### config.mk
export PLATFORM = sky130hd
export DESIGN_NAME = if_id_queue_flat
export DESIGN_NICKNAME = d
export VERILOG_FILES = /design/src/rtl/if_id_queue_pkg.sv /design/src/rtl/if_id_queue_if.sv /design/src/rtl/if_id_queue_sync_fifo_ptrs.sv /design/src/rtl/if_id_queue.sv /design/src/flat_wrapper.sv
export SDC_FILE = /design/constraint.sdc
export NUM_CORES = 1
export LEC_CHECK = 0
export ABC_AREA = 1
export CORE_ASPECT_RATIO = 1.5
export CORE_MARGIN = 8
export CORE_UTILIZATION = 40
export DETAILED_ROUTE_END_ITERATION = 10
export HOLD_SLACK_MARGIN = 0.15
export SLEW_MARGIN = 20
export SYNTH_ARGS = -nofsm -noshare
export SYNTH_HDL_FRONTEND = slang
export SYNTH_SLANG_ARGS = --single-unit
### constraint.sdc
create_clock -name clk -period 5.4 [get_ports clk]
set_input_delay 1.08 -clock clk [delete_from_list [all_inputs] [get_ports clk]]
set_output_delay 1.08 -clock clk [all_outputs]
set_load 0.01 [all_outputs]
### src/rtl/if_id_queue_pkg.sv
// Shared IF/ID pipeline definitions: datapath width, the NOP filler instruction
// and the fetch packet carried from fetch to decode.
package if_id_queue_pkg;

  localparam int XLEN = 32;

  // addi x0,x0,0 -- what decode sees when nothing has been fetched
  localparam logic [XLEN-1:0] NOP_INST = 32'h0000_0013;

  typedef struct packed {
    logic [XLEN-1:0] pc;
    logic [XLEN-1:0] inst;
  } fetch_pkt_t;

endpackage

### src/rtl/if_id_queue_if.sv
// Valid/ready handshake carrying one {pc, inst} pair; used on both the fetch
// side (queue is slave) and the decode side (queue is master).
interface if_id_queue_if
  import if_id_queue_pkg::*;
  #(parameter int XLEN = if_id_queue_pkg::XLEN);

  logic            valid;
  logic            ready;
  logic [XLEN-1:0] pc;
  logic [XLEN-1:0] inst;

  modport master (output valid, output pc, output inst, input ready);
  modport slave  (input valid, input pc, input inst, output ready);

endinterface

### src/rtl/if_id_queue_sync_fifo_ptrs.sv
// Read/write pointers and entry count for a power-of-two circular queue.
// Flush wins over push/pop; push/pop must already be gated by ready/valid.
module sync_fifo_ptrs
  import if_id_queue_pkg::*;
  #(parameter int DEPTH = 4,
    localparam int PTR_W = $clog2(DEPTH),
    localparam int OCC_W = PTR_W + 1)
  (input  logic             clk,
   input  logic             rst,
   input  logic             push_i,
   input  logic             pop_i,
   input  logic             flush_i,
   output logic [PTR_W-1:0] wrPtr_o,
   output logic [PTR_W-1:0] rdPtr_o,
   output logic [OCC_W-1:0] count_o);

  logic [PTR_W-1:0] wrPtr_q, wrPtr_d;
  logic [PTR_W-1:0] rdPtr_q, rdPtr_d;
  logic [OCC_W-1:0] count_q, count_d;

  always_comb begin
    wrPtr_d = wrPtr_q;
    rdPtr_d = rdPtr_q;
    count_d = count_q;
    if (flush_i) begin
      wrPtr_d = '0;
      rdPtr_d = '0;
      count_d = '0;
    end else begin
      if (push_i) wrPtr_d = wrPtr_q + 1'b1;
      if (pop_i)  rdPtr_d = rdPtr_q + 1'b1;
      if (push_i && !pop_i)      count_d = count_q + 1'b1;
      else if (!push_i && pop_i) count_d = count_q - 1'b1;
    end
  end

  always_ff @(posedge clk) begin
    if (!rst) begin
      wrPtr_q <= '0;
      rdPtr_q <= '0;
      count_q <= '0;
    end else begin
      wrPtr_q <= wrPtr_d;
      rdPtr_q <= rdPtr_d;
      count_q <= count_d;
    end
  end

  assign wrPtr_o = wrPtr_q;
  assign rdPtr_o = rdPtr_q;
  assign count_o = count_q;

endmodule

### src/rtl/if_id_queue.sv
// DEPTH-entry IF->ID buffer: fetch keeps issuing while decode stalls, with a
// saturating counter of cycles where decode held back a valid instruction.
module if_id_queue
  import if_id_queue_pkg::*;
  #(parameter int              XLEN  = if_id_queue_pkg::XLEN,
    parameter int              DEPTH = 4,
    parameter logic [XLEN-1:0] NOP   = NOP_INST,
    parameter int              CNT_W = 16,
    localparam int             PTR_W = $clog2(DEPTH),
    localparam int             OCC_W = PTR_W + 1)
  (input  logic             clk,
   input  logic             rst,
   if_id_queue_if.slave     fetchIf,
   if_id_queue_if.master    decodeIf,
   input  logic             flush_i,
   output logic [OCC_W-1:0] occupancy_o,
   output logic [CNT_W-1:0] stallCycles_o);

  logic [XLEN-1:0]  pcMem_q   [DEPTH];
  logic [XLEN-1:0]  instMem_q [DEPTH];
  logic [PTR_W-1:0] wrPtr, rdPtr;
  logic [OCC_W-1:0] count;
  logic [CNT_W-1:0] stallCycles_q, stallCycles_d;
  logic             push, pop;

  assign fetchIf.ready  = (count != OCC_W'(DEPTH));
  assign decodeIf.valid = (count != '0);
  assign push = fetchIf.valid && fetchIf.ready;
  assign pop  = decodeIf.valid && decodeIf.ready;

  sync_fifo_ptrs #(.DEPTH(DEPTH)) uPtrs (
    .clk     (clk),
    .rst     (rst),
    .push_i  (push),
    .pop_i   (pop),
    .flush_i (flush_i),
    .wrPtr_o (wrPtr),
    .rdPtr_o (rdPtr),
    .count_o (count)
  );

  always_comb begin
    stallCycles_d = stallCycles_q;
    if (decodeIf.valid && !decodeIf.ready && (stallCycles_q != '1))
      stallCycles_d = stallCycles_q + 1'b1;
  end

  // Storage is deliberately unreset; the output mux never reads it while empty.
  always_ff @(posedge clk) begin
    if (!rst) stallCycles_q <= '0;
    else      stallCycles_q <= stallCycles_d;
    if (rst && push && !flush_i) begin
      pcMem_q[wrPtr]   <= fetchIf.pc;
      instMem_q[wrPtr] <= fetchIf.inst;
    end
  end

  always_comb begin
    decodeIf.pc   = '0;
    decodeIf.inst = NOP;
    if (decodeIf.valid) begin
      decodeIf.pc   = pcMem_q[rdPtr];
      decodeIf.inst = instMem_q[rdPtr];
    end
  end

  assign occupancy_o   = count;
  assign stallCycles_o = stallCycles_q;

endmodule
### src/flat_wrapper.sv
// flat-port wrapper written by rule: the top's interface ports become plain ports
module if_id_queue_flat import if_id_queue_pkg::*;
#(parameter int              XLEN  = if_id_queue_pkg::XLEN,
    parameter int              DEPTH = 4,
    parameter logic [XLEN-1:0] NOP   = NOP_INST,
    parameter int              CNT_W = 16,
    localparam int             PTR_W = $clog2(DEPTH),
    localparam int             OCC_W = PTR_W + 1)
  (clk, rst, flush_i, occupancy_o, stallCycles_o, fetchIf_valid, fetchIf_pc, fetchIf_inst, fetchIf_ready, decodeIf_valid, decodeIf_pc, decodeIf_inst, decodeIf_ready);
  if_id_queue_if #(.XLEN(XLEN)) fetchIf_i ();
  if_id_queue_if #(.XLEN(XLEN)) decodeIf_i ();
  input  logic clk;
  input  logic rst;
  input  logic flush_i;
  output logic [OCC_W-1:0] occupancy_o;
  output logic [CNT_W-1:0] stallCycles_o;
  input wire logic [$bits(fetchIf_i.valid)-1:0] fetchIf_valid;
  input wire logic [$bits(fetchIf_i.pc)-1:0] fetchIf_pc;
  input wire logic [$bits(fetchIf_i.inst)-1:0] fetchIf_inst;
  output wire logic [$bits(fetchIf_i.ready)-1:0] fetchIf_ready;
  output wire logic [$bits(decodeIf_i.valid)-1:0] decodeIf_valid;
  output wire logic [$bits(decodeIf_i.pc)-1:0] decodeIf_pc;
  output wire logic [$bits(decodeIf_i.inst)-1:0] decodeIf_inst;
  input wire logic [$bits(decodeIf_i.ready)-1:0] decodeIf_ready;
  assign fetchIf_i.valid = fetchIf_valid;
  assign fetchIf_i.pc = fetchIf_pc;
  assign fetchIf_i.inst = fetchIf_inst;
  assign fetchIf_ready = fetchIf_i.ready;
  assign decodeIf_valid = decodeIf_i.valid;
  assign decodeIf_pc = decodeIf_i.pc;
  assign decodeIf_inst = decodeIf_i.inst;
  assign decodeIf_i.ready = decodeIf_ready;
  if_id_queue #(.XLEN(XLEN), .DEPTH(DEPTH), .NOP(NOP), .CNT_W(CNT_W)) u_core (.clk(clk), .rst(rst), .fetchIf(fetchIf_i), .decodeIf(decodeIf_i), .flush_i(flush_i), .occupancy_o(occupancy_o), .stallCycles_o(stallCycles_o));
endmodule
==> impl_metrics.py <==
metrics = {
    "pwr": {
        "p_leak_nw": 4.722,
        "power.share.switching_pct": 22.59,
        "pwr-share-clk_pct": 38.8,
        "p_int_mw": 3.702,
        "power_density_mw_per_mm2": 341.5,
        "pwr-share-seq_pct": 50.7,
        "p_sw_mw": 1.081,
        "vdd_drop_max_v": 0.0002393,
        "pwr-share-comb_pct": 10.5,
    },
    "timing": {
        "rsz0062_at_grt": "no",
        "skew_ns": 0.01648,
        "slew_headroom_pct": 31.13,
        "tightest_slew_ns": 1.032,
        "maxSlewViolCount": 0,
        "finalCritPeriodShare_pct": 82.86,
        "fin_crit_ns": 4.475,
        "fmax_mhz": 223.5,
        "tns_ns": 0,
        "final_hold_viol_count": 0,
        "setup_viol": 0,
    },
    "cts": {
        "cts.htree.levels": 1,
        "cts_resized": 0,
        "clockBufferDepth": 3,
        "cts.root.buffer_cell": "clkbuf_16",
        "clk_latency_ns": 0.53,
        "clk_pin_slew_ns": 0.06,
        "cts_inserted_buffers": 28,
        "postCtsSetupBuffers": 0,
        "hold_buffers": 0,
        "cts.sinks": 281,
        "cts_tree": "done",
    },
    "worst_setup_path": {
        "critPathKind": "flip-flop to output port",
        "cp.arrival_ns": 3.39,
        "reg2reg_from": "u_core.uPtrs.count_o[0]$_SDFFE_PP0P_",
        "start_kind": "flip-flop",
        "cp_num_buf_inv": 3,
        "cp-end-kind": "output port",
        "r2r_setup_slack_ns": 2.38,
        "rr_worst_depth": 12,
        "cp_top_family": "buffers and inverters",
        "worstPathMaxFanout": 70,
        "rr_endpoint": "u_core.uPtrs.count_o[2]$_SDFFE_PP0P_",
        "cp.required_ns": 4.32,
        "critical_path.max_stage_delay_ns": 0.66,
        "path_depth": 7,
        "crit_slowest_cell": "buf_4",
        "cp_cell_sequence": "buf_4 > buf_4 > nor2_1 > nor2_1 > o21ai_0 > a21oi_1 > clkdlybuf4s50_1",
    },
    "yosys": {
        "yosys_warnings": 0,
        "synth_ff_type": "edfxtp_1",
        "yosysSeqAreaShare_pct": 73.04,
        "synth.distinct_cells": 29,
        "synthCells": 961,
        "synth-seq-cells": 281,
        "synth_top_area_share_pct": 68.57,
        "synthTopCellsByArea": "edfxtp_1 (69%), nor2_1 (10%), o21ai_0 (6.0%), dfxtp_1 (4.5%), a21oi_1 (3.5%)",
        "avgSynthCellArea_um2": 11.67,
        "yosysMostFrequentCell": "nor2_1",
        "synthArstFlopShare_pct": 0,
        "synth_common_cells": "nor2_1 (305), edfxtp_1 (256), o21ai_0 (135), a21oi_1 (79), nand2_1 (45)",
        "syn_nets": 1037,
        "synth_area_mm2": 0.01121,
        "synth_edf_count": 256,
        "yosysTopAreaCell": "edfxtp_1",
    },
    "routing": {
        "drtIter0Drc": 501,
        "drtAntennaViolNets": 0,
        "drt-pass1-iter-count": 4,
        "via_per_inst": 5.071,
        "routed_wl_mm": 26.88,
        "drt_drc_violations_left": 0,
        "vias": 7470,
        "routedWlPerCell_um": 18.25,
    },
    "floorplanning": {
        "io_pins": 154,
        "num_rows": 75,
        "die_width_um": 152.7,
        "start_util_pct": 40.36,
        "fp.dieH_um": 221.0,
        "die-area_mm2": 0.03375,
        "core_mm2": 0.02778,
    },
    "global_route": {
        "grt_max_degree": 71,
        "grt-ovfl-total": 0,
        "grt_pass1_vias": 7713,
        "grt_pass1_wl_mm": 42.19,
        "grt_usage_pct": 15.55,
        "antenna_found_initial": 0,
    },
    "min_path": {
        "hp-start": "u_core.uPtrs.rdPtr_o[1]$_SDFFE_PP0P_",
        "whs_path_depth": 2,
        "hold_path.class": "flip-flop to flip-flop",
    },
    "finish": {
        "synthToLayoutAreaGrowth_pct": 24.93,
        "antennaDiodeCount": 0,
        "nNetsFinal": 1184,
        "drive_gt1_share_pct": 6.566,
        "fin_cells": 1473,
    },
    "placed_design": {
        "port_buffers": 153,
        "place_inst": 1424,
        "hpwl_mm": 16.22,
        "gp_congestion": 0.8862,
    },
    "job": {
        "cap_viol_max_count": 0,
    },
    "status": {
        "status": "completed",
    },
}
## sequential cells by signal (all words and copies together) (netlist names), named ones only
register,flops
u_core.instMem_q,128
u_core.pcMem_q,128
u_core.stallCycles_o,16
u_core.uPtrs.count_o,3
u_core.uPtrs.rdPtr_o,2
u_core.uPtrs.wrPtr_o,2
## worst register-to-register path, cell delays in order, from the launching register on
cell and delay (ns):
dfxtp_1 0.37, nor2_1 0.23, nand2_2 0.21, inv_2 0.81
nor2_1 0.17, inv_1 0.10, ha_1 0.14, inv_1 0.06
fa_1 0.38, o21ai_0 0.17, a21oi_1 0.07, o21ai_0 0.15
a21oi_1 0.05
## final cells by class
cell class	instances	area, µm²
Clock inverter	15	128.9
Inverter	28	107.6
Timing Repair Buffer	166	1667
Clock buffer	34	744.5
Fill cell	2445	13770
Tap cell	346	432.9
Multi-Input combinational cell	603	2733
Sequential cell	281	8193
## kinds of logic after synthesis
kind of cell               count (synthesis)  synth area share (%)
buffers and inverters                     77                 2.857
DFF                                      281                 73.04
and+or+nand+nor                          375                 13.23
AOI/OAI and AO/OA                        220                 9.955
adders and majority gates                  7                0.8482
xor gates and xnor gates                   1               0.07814
## through the flow
| step | setup WS (ns) | hold WS [ns] | area (µm²) | utilization (%) | total power, mW |
|---|---|---|---|---|---|
| after floorplan | 0.7238 | 0.4417 | 11210 | - | 2.676 |
| after global placement | 1.286 | 0.4614 | 13130 | 47.28 | 2.979 |
| after detailed placement | 1.271 | 0.4597 | 13130 | 47.28 | 2.982 |
| after CTS | 0.8434 | 0.4689 | 14010 | 50.42 | 4.829 |
| after global routing | 0.6799 | 0.5020 | 14010 | 50.42 | 4.951 |
| final | 0.9255 | 0.4633 | 14010 | 50.42 | 4.783 |
## layer usage
layer | up-vias | GRT usage, % | wire [µm]
met5 | - | 0 | 0
li1 | 3638 | - | -
met3 | 25 | 2.809 | 1281
met1 | 3639 | 18.06 | 10990
met2 | 168 | 28.98 | 14290
met4 | 0 | 3.748 | 315
## layout by cell type (no fill, tap or decap)
cell               n
nor2_1           301
edfxtp_1         256
clkdlybuf4s50_1  153
o21ai_0          135
a21oi_1           79
nand2_1           45
clkbuf_16         29
inv_1             23
dfxtp_1           23
nand3_1           13
buf_4             10
clkinv_2           7
nor2_4             6
ha_1               6
clkinv_1           5
clkbuf_1           5
inv_2              3
o311ai_0           3
buf_12             3
nand2_2            2
o21ai_1            2
nor2_2             2
bufinv_16          2
nor3_1             1
nand4_1            1
nand2_4            1
o21ai_2            1
nand3_4            1
nand3_2            1
xnor2_1            1
or2_2              1
fa_1               1
dfxtp_4            1
dfxtp_2            1
inv_6              1
clkinvlp_4         1
clkinv_4           1
## how the worst max path moves through the flow
stage,from,endpoint,slack [ns]
detailed placement,rst,u_core.pcMem_q[0][11]$_DFFE_PP_,1.27
finish,flip-flop,decodeIf_pc[17],0.93
floorplan,rst,u_core.instMem_q[0][0]$_DFFE_PP_,0.72
global route,flip-flop,decodeIf_pc[4],0.68
global placement,rst,u_core.pcMem_q[0][8]$_DFFE_PP_,1.29
CTS,flip-flop,decodeIf_inst[8],0.84
## power by group through the flow
| stage | combinational [mW] | clock (mW) | sequential, mW |
|---|---|---|---|
| after floorplan | 0.204 | 0 | 2.47 |
| after global placement | 0.508 | 0 | 2.47 |
| after detailed placement | 0.510 | 0 | 2.47 |
| after CTS | 0.514 | 1.89 | 2.43 |
| after global routing | 0.545 | 1.98 | 2.43 |
| final | 0.503 | 1.85 | 2.43 |
No activity file was read; power rests on OpenSTA's default activity.
